`config.mk`:
```
export PLATFORM = sky130hd
export DESIGN_NAME = gray_decoder_stream
export DESIGN_NICKNAME = d
export VERILOG_FILES = /design/src/rtl/gray_decoder_stream.sv
export SDC_FILE = /design/constraint.sdc
export NUM_CORES = 1
export LEC_CHECK = 0
export CORE_ASPECT_RATIO = 0.9
export CORE_MARGIN = 2
export CORE_UTILIZATION = 43
export CTS_CLUSTER_SIZE = 30
export DETAILED_ROUTE_END_ITERATION = 10
export PLACE_DENSITY = 0.71
export SETUP_SLACK_MARGIN = 0.1
export SLEW_MARGIN = 20
export SYNTH_ARGS = -nofsm -noshare
export SYNTH_HDL_FRONTEND = slang
export SYNTH_SLANG_ARGS = --single-unit
```
`constraint.sdc`:
```
create_clock -name clk -period 2.9 [get_ports clk]
set_clock_uncertainty 0.15 [all_clocks]
set_input_delay 0.58 -clock clk [delete_from_list [all_inputs] [get_ports clk]]
set_output_delay 0.58 -clock clk [all_outputs]
set_load 0.01 [all_outputs]
```
`src/rtl/gray_decoder_stream.sv`:
```
// Streaming Gray-to-binary decoder with a one-beat registered output stage,
// a single-bit-step checker against the previously accepted code and a saturating error counter.
module gray_decoder_stream #(
    parameter int WIDTH     = 4,
    parameter int ERR_CNT_W = 8
) (
    input  logic                 clk,
    input  logic                 rst_n,
    input  logic                 in_valid,
    output logic                 in_ready,
    input  logic [WIDTH-1:0]     in_gray,
    input  logic                 clear_err,
    output logic                 out_valid,
    input  logic                 out_ready,
    output logic [WIDTH-1:0]     out_bin,
    output logic                 out_err,
    output logic [ERR_CNT_W-1:0] err_count
);

    typedef enum logic {
        NO_PREV   = 1'b0,
        HAVE_PREV = 1'b1
    } hist_t;

    hist_t            state, state_nxt;
    logic [WIDTH-1:0] prev_gray, prev_gray_nxt;
    logic [WIDTH-1:0] dec_bin;
    logic             accept;
    logic             step_err;
    logic             err_nxt;
    logic             cnt_sat;

    // The output register frees up in the same cycle the sink takes its beat.
    assign in_ready = !out_valid || out_ready;
    assign accept   = in_valid && in_ready;
    assign cnt_sat  = &err_count;
    assign step_err = ($countones(in_gray ^ prev_gray) != 1);

    // Binary bit i is the XOR of all Gray bits at positions i and above.
    always_comb begin
        dec_bin = '0;
        for (int i = 0; i < WIDTH; i++) begin
            dec_bin[i] = ^(in_gray >> i);
        end
    end

    // NOTE: every output of this block gets a default first, so no path leaves a value
    // unassigned and no latch is inferred.
    always_comb begin
        state_nxt     = state;
        prev_gray_nxt = prev_gray;
        err_nxt       = 1'b0;
        if (accept) begin
            prev_gray_nxt = in_gray;
            state_nxt     = HAVE_PREV;
            // A simultaneous clear makes this beat the first of a new history.
            err_nxt       = (state == HAVE_PREV) && !clear_err && step_err;
        end else if (clear_err) begin
            state_nxt = NO_PREV;
        end
    end

    // NOTE: sequential state uses non-blocking assignments so every register samples
    // pre-edge values regardless of statement order.
    always_ff @(posedge clk or negedge rst_n) begin
        if (!rst_n) begin
            state     <= NO_PREV;
            prev_gray <= '0;
            out_valid <= 1'b0;
            out_bin   <= '0;
            out_err   <= 1'b0;
            err_count <= '0;
        end else begin
            state     <= state_nxt;
            prev_gray <= prev_gray_nxt;

            if (accept) begin
                out_valid <= 1'b1;
                out_bin   <= dec_bin;
                out_err   <= err_nxt;
            end else if (out_ready) begin
                out_valid <= 1'b0;
            end

            if (clear_err) begin
                err_count <= '0;
            end else if (err_nxt && !cnt_sat) begin
                err_count <= err_count + 1'b1;
            end
        end
    end

endmodule

```
==> results.json <==
{
  "status": "complete, no violations",
  "grt_overflow_total": 0,
  "clock_power_share_pct": 19.0,
  "drt_first_pass_iters": 4,
  "seq_area_frac_synth_pct": 47.0,
  "clockBufferDepth": 2,
  "drt_iter0_markers": 15,
  "numClockSinks": 18,
  "num-nets-final": 135,
  "top_layer_used": "met4",
  "maxSlewViolCount": 0,
  "cts_buffers": 3,
  "synth_cell_types": 32,
  "layout_commonest_cell": "clkdlybuf4s50_1",
  "p_sw_share_pct": 29.6,
  "startpoint_type": "primary input",
  "die_width_microns": 53.8,
  "antenna_cells": 0,
  "pwr-share-comb_pct": 36.2,
  "dpl_worst_slack_ns": -0.649,
  "fin_ws_ns": 0.0598,
  "syn_to_final_growth_pct": 41.1,
  "fin_total_pwr_uw": 657,
  "setup_viol": 0,
  "cap_violations": 0,
  "synth_top_area_share_pct": 47.0,
  "clk_pin_slew_worst_paths_ns": 0.10,
  "ys_seq_elements": 18,
  "dr_total_vias": 786,
  "p_per_area_nw_per_um2": 486,
  "synth_edf_count": 0,
  "clk_latency_ns": 0.29,
  "power.switching_uw": 195,
  "drcViolationCount": 0,
  "portBuffers": 23,
  "post_cts_buffers": 0,
  "route.met3.wl_microns": 84,
  "met1Wirelength_microns": 899,
  "wl_met2_microns": 1000,
  "p_seq_share_pct": 44.8,
  "netlist_instances": 90,
  "async_reset_ff_share_pct": 100,
  "required_ns": 2.97,
  "rsz0062_at_grt": "yes",
  "via_per_inst": 5.35,
  "grt_max_degree": 19,
  "start_util_pct": 44.7,
  "r2r_cells": 10,
  "ys.flop_type": "dfrtp_1",
  "p_int_uw": 463,
  "hold_viol": 0,
  "yosysTopAreaCell": "dfrtp_1",
  "syn-cell-area_sq_um": 958,
  "synthTopCellsByArea": "dfrtp_1 (47%), mux2_2 (5.9%), ha_1 (3.9%), xnor2_1 (3.7%), nand2_1 (3.5%)",
  "worst_slew_pin_slew_ns": 0.827,
  "timing.hold.ws_ns": 0.336,
  "worstSetupPathType": "in2reg",
  "crit_fanout": 5,
  "min_path_type": "reg2reg",
  "timing.fmax_mhz": 352,
  "postRouteAntennaNets": 0,
  "layout-drive-gt1-share_pct": 28.3,
  "yosys_warnings": 0,
  "rows": 16,
  "relSlewSlack_pct": 44.7,
  "drt_wl_total_microns": 2020,
  "syn_avg_cell_area_sq_um": 10.6,
  "end_kind": "flip-flop",
  "synth_nets": 103,
  "pin_count": 24,
  "htreeDepth": 1,
  "critPathArrivalTime_ns": 2.91,
  "first_global_vias": 789,
  "vdd_drop_max_mv": 0.267,
  "period_share_pct": 97.9,
  "leakagePower_uw": 0.000548,
  "cts-hold-fix-buffers": 0,
  "grt_usage_pct": 17.8,
  "place_hpwl_microns": 1440,
  "cts-root-buf": "clkbuf_4",
  "die_area_sq_um": 2620,
  "hold_depth": 2,
  "min_period_ns": 2.84,
  "cts_tree": "yes",
  "gp_congestion": 0.780,
  "antenna_found_initial": 0,
  "grt_pass1_wl_microns": 3420,
  "finalSetupTns_ns": 0,
  "core_area_sq_um": 2140,
  "mostFrequentLayoutCells": "clkdlybuf4s50_1 (20), dfrtp_1 (17), nand2_1 (9), buf_4 (7), a21oi_1 (5)",
  "die_y_microns": 48.8,
  "post_drt_wl_per_cell_microns": 13.7
}
-- synthesized netlist by cell type (all sizes together) (2+ instances only) --
cell type  number
dfrtp          18
nand2           9
a21oi           6
mux2            5
o21ai           5
o31ai           4
xnor2           4
buf             3
ha              3
inv             3
nand2b          3
xor2            3
and4            2
clkbuf          2
nand3           2
nor3            2
or3             2
or4             2
-- registers in the layout, indices dropped and copies added (netlist names) --
signal / count
err_count: 8
state: 1
out_err: 1
out_valid: 1
out_bin: 4
prev_gray: 3
-- cell type report --
class | instances | area, sq um
Clock buffer | 3 | 22.5
Sequential cell | 18 | 452
Multi-Input combinational cell | 64 | 544
Timing Repair Buffer | 32 | 289
Inverter | 3 | 11.3
Fill cell | 167 | 790
Tap cell | 27 | 33.8
-- worst paths after layout --
check	startpoint	end	slack (ns)
setup / recovery	in_gray[0]	err_count[3]	0.06
hold / removal	out_bin[1]	out_bin[1]	0.34
setup reg to reg	prev_gray[1]	err_count[3]	0.06
hold reg to reg	out_bin[1]	out_bin[1]	0.34
max in group asynchronous	rst_n	out_bin[3]	1.43
min in group asynchronous	rst_n	err_count[2]	0.61
-- power by group through the flow --
stage / logic (uW) / clock network [uW] / registers (uW)
global route: 263 / 137 / 298
floorplan: 126 / 0 / 304
CTS: 241 / 129 / 295
detailed placement: 233 / 0 / 299
global placement: 225 / 0 / 297
finish: 238 / 125 / 295
-- cells by family (layout without fill, tap and decap cells) --
kind of cell    Yosys count  count (layout)  synth area share (%)
xor+xnor                  7               7                  6.40
buf+inv                   8              38                  4.31
fa+ha+maj                 4               4                  6.01
compound gates           18              18                  11.2
mux                       5               5                  5.87
flops                    18              18                  47.0
simple gates             30              30                  19.2
-- layer usage --
metal	track usage [%]	up-vias
met4	8.55	0
li1	-	382
met3	3.07	4
met2	29.5	22
met1	21.9	378
met5	0	-
-- stage by stage --
stage                     util (%)  instance area (sq um)  std cells
final                         63.1                   1350        147
after global routing          63.1                   1350        147
after CTS                     62.6                   1340        147
after detailed placement      60.6                   1300        143
after global placement        60.6                   1300        143
after floorplan                  -                   1010         90
-- critical path, cell delays in order --
cell             delay [ns]
clkdlybuf4s15_1        0.19
xnor2_1                0.14
fa_1                   0.49
inv_1                  0.04
ha_2                   0.19
ha_4                   0.26
nor3b_2                0.04
nand4b_1               0.21
buf_6                  0.16
or4_4                  0.48
a21oi_2                0.13
-- what timing repair did --
action / 4_1_cts / 5_1_grt
pin swaps: 10 / 1
setup endpoints to repair: 8 / 6
gates resized for setup: 15 / 4
cloned: 1 / 0
hold endpoints to repair: 0 / 0
No activity file was read; power rests on OpenSTA's default activity.
==> RTL change, RTL diff (same flow settings) <==
The parameter `ERR_CNT_W` goes from 8 to 6.
--- a/src/rtl/gray_decoder_stream.sv
+++ b/src/rtl/gray_decoder_stream.sv
@@ -2,7 +2,7 @@
 // a single-bit-step checker against the previously accepted code and a saturating error counter.
 module gray_decoder_stream #(
     parameter int WIDTH     = 4,
-    parameter int ERR_CNT_W = 8
+    parameter int ERR_CNT_W = 6
 ) (
     input  logic                 clk,
     input  logic                 rst_n,
Ports: changed (resized err_count); port bits go from 24 to 22. No check against the original RTL was run, so the function may have changed too.
==> RTL change against the original RTL <==
First-iteration DRC count fell by 33%. Clock power rose by 16%. Worst setup slack better by 0.12 ns. Global-route usage decreased by 2.6 points. Final cell count is 10% lower. Area after synthesis is 9.8% lower. Maximum frequency grew 4.4%. Critical path depth fell by 1. Combinational power fell by 5%. Sequential cell count shrank 2. Final area decreased by 9.1%. Routed wire length fell by 19%. Power shrank 2.3%. Largest cell class unchanged. Largest power group unchanged.
==> RTL change: results (changes against the original RTL) <==
Run status
The run finished with clean final reports.

Clocking
For the worst-skew pair, the clock arrives at the later sink with an insertion delay of 0.28 ns. The tree is rooted in a sky130_fd_sc_hd__clkbuf_4.

Yosys
The number of different library cells in the post-synthesis netlist is 30 (-6.3%). The net count after synthesis is 92 (-11%). The adder-cell share of the synthesized area came to 6.657% (+0.65 points). The synthesized-area fraction occupied by ao, oa, aoi and oai cells is 8.828% (-2.4 points).

The share of the synthesized netlist area taken by xor and xnor gates came to 7.091% (+0.69 points). The sequential cell area fraction in the yosys report came to 46.31% (-0.69 points). The mux share of post-synthesis cell area is 8.828% (+3.0 points). Ranked by instance count, the synthesized netlist is headed by sky130_fd_sc_hd__dfrtp_1, sky130_fd_sc_hd__nand2_1, sky130_fd_sc_hd__o21ai_0. Ranked by total cell area, the synthesized netlist is headed by sky130_fd_sc_hd__dfrtp_1, sky130_fd_sc_hd__mux2_2, sky130_fd_sc_hd__ha_1. In the synthesized netlist the dominant register cell turns out to be sky130_fd_sc_hd__dfrtp_1.

Setup path
The worst-case reg-to-reg path depth is 9 (-1). The worst path arrival time was 2.74 ns (-0.17 ns). The end point of the critical path is err_count[0].

In this run the critical register-to-register path is launched from out_bin[3]. The slack of the worst reg-to-reg path came to 0.19 ns (+0.13 ns). The highest net fanout along the worst path is 4 (-1).

Layout
The layout cell share with drive strength beyond 1 came to 27.10% (-1.2 points). The filler cell count in the final layout is 163 (-2.4%). The largest registers in the layout are err_count x6, out_bin x4, prev_gray x3.

The count of nets after finishing is 121 (-10%).

Global routing
The maximum number of pins on one net before global-route repair was 17 (-2). The overall track demand over capacity in global routing was 15.23% (-2.6 points). The global-route wire length before repair is 2615 um (-23%). The number of antenna violations at the first check in global routing came to 0 (unchanged). The number of global-route vias before repair is 575 (-27%).

Drt
The routed length on met1 was 822 um (-8.6%). The routed via count divided by cell count is 5.008 (-6.3%). The iteration count of the initial detailed-routing pass came to 4 (unchanged). The met3 routed wirelength is 69 um (-18%). The initial DRC count is 10 (-5).

The routed wire length per instance is 12.44 um (-9.3%). The wire length on met2 is 737 um (-26%).

Timing
The worst slew margin relative to its limit is 55.00% (+10 points).

Placed design
The count of port buffers added during placement is 21 (-8.7%). The sum of net half-perimeters after detailed placement is 1221 um (-15%). The weighted congestion at the end of routability-driven global placement is 0.7475 (-4.2%).

Pwr
The maximum vdd drop is 0.0004231 V (+59%). The leakage power is 0.5241 nW (-4.3%).
-- RTL change: logic make-up after synthesis --
group,Yosys count
simple gates,27
flops,16
compound gates,12
xor+xnor,7
mux,7
buf+inv,6
fa+ha+maj,4
-- RTL change: report_power, final --
part / internal, mW / total [mW] / switching, mW / leakage, nW
Clock: 0.0763 / 0.145 / 0.0689 / 0.0210
Combinational: 0.129 / 0.227 / 0.0975 / 0.301
Sequential: 0.248 / 0.270 / 0.0217 / 0.202
-- RTL change: what timing repair did --
| action | in CTS | in global routing |
|---|---|---|
| gates resized for setup | 11 | 4 |
| hold endpoints to repair | 0 | 0 |
| endpoints found under the setup margin | 7 | 6 |
| pin swaps | 3 | 5 |
-- RTL change: area by class of cell --
cell class	instances	share of cell area (%)
multi-input cells	57	41.00
clock buffers	4	2.950
inverters	3	0.9156
repair buffers	27	19.94
flip-flops and latches	16	32.66
well taps	25	2.543
-- RTL change: routing by layer --
| layer | track usage [%] | vias up |
|---|---|---|
| met5 | 0 | - |
| met4 | 6.316 | 0 |
| met3 | 4.545 | 2 |
| met2 | 23.12 | 13 |
| met1 | 20.53 | 312 |
| li1 | - | 334 |
-- RTL change: tightest hold or removal path, delay by kind of cell (launching register included) --
| kind | cells | cell delay, ns |
|---|---|---|
| compound gates | 1 | 0.06 |
| simple gates | 1 | 0.05 |
| flops | 1 | 0.36 |
-- RTL change: worst min path at each step --
| stage | depth (start not counted) | slack, ns | startpoint | end |
|---|---|---|---|---|
| after floorplan | 0 | 0.13 | rst_n | err_count[0] |
| after global placement | 2 | 0.31 | out_bin[0] | out_bin[0] |
| after detailed placement | 2 | 0.32 | out_bin[1] | out_bin[1] |
| after CTS | 2 | 0.35 | out_bin[0] | out_bin[0] |
| after global routing | 2 | 0.38 | out_bin[2] | out_bin[2] |
| final | 2 | 0.35 | out_bin[0] | out_bin[0] |
-- RTL change: through the flow --
| stage | cells | power, mW | worst slack (ns) | cell area, um2 | utilization (%) |
|---|---|---|---|---|---|
| global placement | 128 | 0.4789 | -0.5013 | 1175 | 61.37 |
| detailed placement | 128 | 0.4845 | -0.5238 | 1175 | 61.37 |
| global route | 132 | 0.6918 | 0.08283 | 1230 | 64.25 |
| CTS | 132 | 0.6343 | 0.1127 | 1216 | 63.53 |
| floorplan | 79 | 0.4009 | 0.07168 | 904.6 | - |
| finish | 132 | 0.6420 | 0.1792 | 1230 | 64.25 |
